$ cat src/rtl/fetch_stage.sv
// rtl/fetch_stage.sv - instruction-fetch stage: PC, IF/ID register, redirect/stall/fault handling
//
// Optional feature macro: FETCH_PERF_CNT_EN (adds perf_fetched / perf_stall_cycles).
//
// Ports:
//   clk, rst_n          clock (rising edge), asynchronous active-low reset
//   imem_pc             byte address to the instruction memory (the PC register)
//   imem_instr          instruction returned combinationally for imem_pc
//   stall               hazard-unit stall: hold PC and IF/ID
//   redirect_valid/_pc  EX-stage taken branch or jump and its target
//   ifid_valid/_pc/_instr/_pc_plus4   IF/ID pipeline register towards decode
//   fetch_fault         sticky fault flag (misaligned or out-of-range fetch)
//   fault_pc            offending address captured when fetch_fault rises
//   perf_fetched        (FETCH_PERF_CNT_EN) count of normal-fetch captures
//   perf_stall_cycles   (FETCH_PERF_CNT_EN) count of RUN cycles stalled without redirect

module fetch_stage #(
  parameter logic [31:0] RESET_PC   = 32'h0000_0000,
  parameter int          IMEM_WORDS = 256
) (
  input  logic        clk,
  input  logic        rst_n,
  output logic [31:0] imem_pc,
  input  logic [31:0] imem_instr,
  input  logic        stall,
  input  logic        redirect_valid,
  input  logic [31:0] redirect_pc,
  output logic        ifid_valid,
  output logic [31:0] ifid_pc,
  output logic [31:0] ifid_instr,
  output logic [31:0] ifid_pc_plus4,
  output logic        fetch_fault,
  output logic [31:0] fault_pc
`ifdef FETCH_PERF_CNT_EN
  ,
  output logic [31:0] perf_fetched,
  output logic [31:0] perf_stall_cycles
`endif
);

  // One bit wider than the PC so the limit itself is representable for any depth.
  localparam logic [32:0] PC_LIMIT = 33'(IMEM_WORDS) * 33'd4;

  typedef enum logic [1:0] {
    S_BOOT   = 2'd0,
    S_RUN    = 2'd1,
    S_HALTED = 2'd2
  } state_t;

  state_t      state_q, state_d;
  logic [31:0] pc_q, pc_d;
  logic        valid_q, valid_d;
  logic [31:0] ipc_q, ipc_d;
  logic [31:0] instr_q, instr_d;
  logic [31:0] pc4_q, pc4_d;
  logic        fault_q, fault_d;
  logic [31:0] fpc_q, fpc_d;

  logic [31:0] pc_plus4;
  logic        pc_ok;
  logic        redirect_ok;
  logic        fetch_en;
  logic        stall_cnt_en;

  function automatic logic addr_ok(input logic [31:0] a);
    return (a[1:0] == 2'b00) && ({1'b0, a} < PC_LIMIT);
  endfunction

  assign pc_plus4    = pc_q + 32'd4;
  assign pc_ok       = addr_ok(pc_q);
  assign redirect_ok = addr_ok(redirect_pc);

  // A PC that has walked off the end of memory faults on the next edge no
  // matter what else is requested; the fetch itself is already invalid.
  assign fetch_en     = (state_q == S_RUN) && pc_ok && !redirect_valid && !stall;
  assign stall_cnt_en = (state_q == S_RUN) && stall && !redirect_valid;

  always_ff @(posedge clk or negedge rst_n) begin
    if (!rst_n) begin
      state_q <= S_BOOT;
      pc_q    <= RESET_PC;
      valid_q <= 1'b0;
      ipc_q   <= 32'h0;
      instr_q <= 32'h0;
      pc4_q   <= 32'h0;
      fault_q <= 1'b0;
      fpc_q   <= 32'h0;
    end else begin
      state_q <= state_d;
      pc_q    <= pc_d;
      valid_q <= valid_d;
      ipc_q   <= ipc_d;
      instr_q <= instr_d;
      pc4_q   <= pc4_d;
      fault_q <= fault_d;
      fpc_q   <= fpc_d;
    end
  end

  always_comb begin
    state_d = state_q;
    pc_d    = pc_q;
    valid_d = valid_q;
    ipc_d   = ipc_q;
    instr_d = instr_q;
    pc4_d   = pc4_q;
    fault_d = fault_q;
    fpc_d   = fpc_q;

    case (state_q)
      S_BOOT: begin
        state_d = S_RUN;
      end

      S_RUN: begin
        if (!pc_ok) begin
          fault_d = 1'b1;
          fpc_d   = pc_q;
          valid_d = 1'b0;
          state_d = S_HALTED;
        end else if (redirect_valid) begin
          valid_d = 1'b0;
          if (redirect_ok) begin
            pc_d = redirect_pc;
          end else begin
            fault_d = 1'b1;
            fpc_d   = redirect_pc;
            state_d = S_HALTED;
          end
        end else if (!stall) begin
          instr_d = imem_instr;
          ipc_d   = pc_q;
          pc4_d   = pc_plus4;
          valid_d = 1'b1;
          pc_d    = pc_plus4;
        end
      end

      S_HALTED: begin
        valid_d = 1'b0;
      end

      default: begin
        valid_d = 1'b0;
        state_d = S_HALTED;
      end
    endcase
  end

`ifdef FETCH_PERF_CNT_EN
  always_ff @(posedge clk or negedge rst_n) begin
    if (!rst_n) begin
      perf_fetched      <= 32'h0;
      perf_stall_cycles <= 32'h0;
    end else begin
      if (fetch_en) begin
        perf_fetched <= perf_fetched + 32'd1;
      end
      if (stall_cnt_en) begin
        perf_stall_cycles <= perf_stall_cycles + 32'd1;
      end
    end
  end
`else
  logic unused_cnt_en;
  assign unused_cnt_en = fetch_en ^ stall_cnt_en;
`endif

  assign imem_pc       = pc_q;
  assign ifid_valid    = valid_q;
  assign ifid_pc       = ipc_q;
  assign ifid_instr    = instr_q;
  assign ifid_pc_plus4 = pc4_q;
  assign fetch_fault   = fault_q;
  assign fault_pc      = fpc_q;

endmodule

$ cat config.mk
export PLATFORM = sky130hd
export DESIGN_NAME = fetch_stage
export DESIGN_NICKNAME = d
export VERILOG_FILES = /design/src/rtl/fetch_stage.sv
export SDC_FILE = /design/constraint.sdc
export NUM_CORES = 1
export LEC_CHECK = 0
export CORE_ASPECT_RATIO = 0.5
export CORE_MARGIN = 8
export CORE_UTILIZATION = 39
export DETAILED_ROUTE_END_ITERATION = 6
export PLACE_DENSITY = 0.81
export SLEW_MARGIN = 20
export SYNTH_ARGS = -nofsm -noshare
export SYNTH_HDL_FRONTEND = slang
export SYNTH_SLANG_ARGS = --single-unit
$ cat constraint.sdc
create_clock -name clk -period 2.7 [get_ports clk]
set_clock_uncertainty 0.15 [all_clocks]
set_input_delay 0.27 -clock clk [delete_from_list [all_inputs] [get_ports clk]]
set_output_delay 0.27 -clock clk [all_outputs]
set_load 0.01 [all_outputs]
==> impl_results.md <==
* Met1 wire length at between 7000 and 8000 um
* Mapped Nets at 550
* Crit end category: flip-flop
* # diodes at 0
* Post-synth top area share at 0.6401
* RSZ-0062 raised after global routing: false
* Ranking of synthesized cells by area: dfrtp_1, mux2_2, nor2b_1, mux2i_1, mux2_1
* Via density per instance at 4.710
* Sw frac at 0.2814
* Largest fanout on the critical path at 30
* Yosys Warn Count at 0
* Netlist cell types at 36
* Final min period at 2.538 ns
* Die Span Y at 106.1 um
* Synth Area in Adders at 0.001976
* Internal Pwr Total at between 4 and 5 mW
* Status: completed
* Depth of the CTS H-tree at 4
* Slowest cell on crit path: dfrtp_1
* Clock Power Share at 0.326
* Switching power at between 1.5 and 2 mW
* Number of synthesized flops with an enable pin at 0
* Layout Cells excl Fill at 946
* Drt first pass iters at 4
* Die ar. at between 20000 and 25000 um2
* Gr usage total at 0.1749
* Xor/xnor share of the synthesized area at 0.009680
* Max-slew headroom at 0.4306
* Main combinational cell family by area after synthesis: multiplexers
* Seq cells post-synth at 162
* CTS tree: done
* Lkg Pwr at 4.252 nW
* CORE AREA at 16140 um2
* Sequential power share at 0.438
* Crit-path max cell delay at 0.44 ns
* DR WL/cell at a little under 20 um
* Area of the multi-input gates at roughly 1900 um2
* Worst IR Drop VDD at 0.4790 mV
* First-pass GRT wire length at 28380 um
* Final hold violations at 0
* Min-delay worst type: input port to async pin
* Initial detailed-routing violation count at 309
* Share of flip-flops with an asynchronous set or reset at 1.000
* DRC viols at 0
* Final Wtd Congestion at ~0.86
* Crit start category: flip-flop
* Power Dens Cells at 726.8 nW/um2
* Slew @ Worst Pin at 0.8522 ns
* Largest net degree at the start of global routing at 76
* Layout cells sized above 1 at 0.1599
* Sequential cell area at 4054 um2
* Io pins at 230
* Vias in the first global route at approximately 4900
* Util after Layout at 0.5874
* Post-synth top flop: dfrtp_1
* Fmax at 394.0 MHz
* Met2 WL post-DR at 10030 um
* Initial Util at 0.3923
* Top Metal Used: met4
* Tot Pwr at 6.892 mW
* Max Slew Vio Count at 0
* Final ANT Viol Nets at 0
* Clock tree sinks at 162
* PortBufs at 229
* Post-Syn Area at 6334 um2
* Critical path cell sequence: nor4_2, nand4_1, or2_1, nor4_4, buf_4, buf_6, mux2_2
* CTS Root Cell: clkbuf_16
* DP Cell Count at 911
* Via count at 4456
* DR WL met3 at 830 um
* Combinational share of power at 0.236
* Fill count at 1268
* DIE WIDTH at approximately 200 um
* CTS Buffer Depth at 2
* CP arrival at approximately 2.7 ns
* Multiplexer share of the synthesized area at 0.1602
* Final period util at 0.9400
* Initial antenna violation count at 0
* Final Routed Wirelength at 18410 um
* Clock Latency Late Sink at 0.42 ns
* Post-route worst setup slack at 0.1619 ns
* Post-Synth Simple-Gate Area at 0.08771
* Grt ovf at 0
* Final setup TNS at 0 ns
* Post-synthesis sequential area ratio at 0.6401
* Dominant cell type by area after synthesis: dfrtp_1
* Pre-CTS setup slack at -0.0008848 ns
* Mean Syn Cell Area at 13.17 um2
* Hpwl dp at 13500 um
* Rows at 33
* Fin nets at 775
* Setup CP Type: flip-flop to flip-flop
* Reg clk slew, reported paths at 0.07 ns
* Synth Instances at 481
* Area Growth Syn to Fin at 49.72%
* Inserted Clock Buffers at 17
* Synth Area in Compound Gates at 0.04465
* Finish-stage setup viols at 0
* Max-cap viol count at 0
* CP Data Required Time at 2.85 ns
## power by group through the flow
stage               clock [mW]  sequential (mW)  combinational (mW)
floorplan                    0             3.18               0.427
global placement             0             3.04                1.62
detailed placement           0             3.06                1.65
CTS                       2.29             3.02                1.66
global route              2.40             3.07                1.74
finish                    2.25             3.02                1.63
## worst max-delay path: cells and delay by family (launching register included)
family	cells	cell delay [ns]
multiplexers	1	0.36
AND/OR/NAND/NOR	4	1.02
buffers and inverters	2	0.45
flip-flops	1	0.44
## sequential cells by signal, summed over array words and instances (netlist names)
name           cells
ifid_pc           32
ifid_pc_plus4     30
fetch_fault        1
imem_pc           32
state_q            2
ifid_instr        32
fault_pc          32
ifid_valid         1
## final timing paths
| kind | start | end | slack (ns) | depth (start not counted) |
|---|---|---|---|---|
| worst max-delay path | imem_pc[30] | ifid_pc[2] | 0.16 | 7 |
| worst min-delay path | rst_n | fault_pc[0] | 0.29 | 2 |
| worst max register to register | imem_pc[30] | ifid_pc[2] | 0.16 | 7 |
| worst min register to register | imem_pc[22] | imem_pc[22] | 0.29 | 0 |
| max in group asynchronous | rst_n | ifid_pc_plus4[13] | 1.29 | 3 |
| min in group clk | imem_pc[22] | imem_pc[22] | 0.29 | 0 |
## timing repair
| item | CTS | global route |
|---|---|---|
| buffers inserted | 0 | 1 |
| endpoints found under the setup margin | 0 | 68 |
| hold buffers | 1 | 0 |
| resized for setup | 0 | 3 |
| hold endpoints to repair | 72 | 0 |
## routing by layer
layer	global-route usage	up-vias
li1	-	2063
met2	0.3259	107
met3	0.04256	19
met5	0	-
met4	0.05003	0
met1	0.1984	2267
## cell usage in the layout, fill, tap and decap left out, types with 2 or more instances in the layout
| cell type | netlist | final |
|---|---|---|
| nand3_1 | 8 | 8 |
| nor2b_1 | 45 | 45 |
| clkinv_4 | 0 | 3 |
| clkdlybuf4s50_1 | 0 | 228 |
| inv_6 | 0 | 5 |
| nand4_1 | 3 | 3 |
| xnor2_1 | 2 | 2 |
| a21oi_1 | 27 | 26 |
| a21o_1 | 2 | 2 |
| a2111oi_0 | 2 | 2 |
| buf_6 | 3 | 3 |
| buf_12 | 0 | 2 |
| a2bb2oi_1 | 6 | 6 |
| mux2_1 | 15 | 15 |
| o21ai_0 | 5 | 5 |
| xor2_1 | 5 | 5 |
| nor4_1 | 16 | 15 |
| clkinvlp_4 | 0 | 4 |
| buf_4 | 7 | 21 |
| mux2_2 | 52 | 52 |
| nor2_1 | 7 | 7 |
| mux2i_1 | 26 | 26 |
| clkbuf_1 | 29 | 2 |
| clkbuf_16 | 0 | 18 |
| nand2_1 | 7 | 7 |
| inv_1 | 28 | 28 |
| dfrtp_1 | 162 | 162 |
## Yosys cell counts (all sizes together), types with 3 or more instances
master,n
inv,28
buf,21
o21ai,5
nor2,8
a2bb2oi,6
nor4,17
xor2,5
nor2b,45
mux2i,26
a21oi,27
clkbuf,29
nand2,7
nand4,3
dfrtp,162
nand3,8
mux2,67
## logic make-up after synthesis
family                     Yosys count
DFF                                162
muxes                               93
and+or+nand+nor                     93
buffers and inverters               78
AOI/OAI and AO/OA                   47
xor gates and xnor gates             7
adders and majority gates            1
## cell type report
| class | instances | share of cell area |
|---|---|---|
| timing repair buffer | 256 | 0.2688 |
| multi-input combinational | 241 | 0.2050 |
| clock buffer | 20 | 0.04710 |
| clock inverter | 12 | 0.01056 |
| inverter | 28 | 0.01108 |
| sequential | 162 | 0.4275 |
| tap | 227 | 0.02995 |
## metrics by stage
step / hold WS, ns / instance area [um2]
floorplan: -0.1756 / 6334
global route: 0.2964 / 9483
CTS: 0.2790 / 9449
global placement: 0.1861 / 8892
detailed placement: 0.1888 / 8892
finish: 0.2853 / 9483
Note: power is estimated with default switching activity, not from simulation.
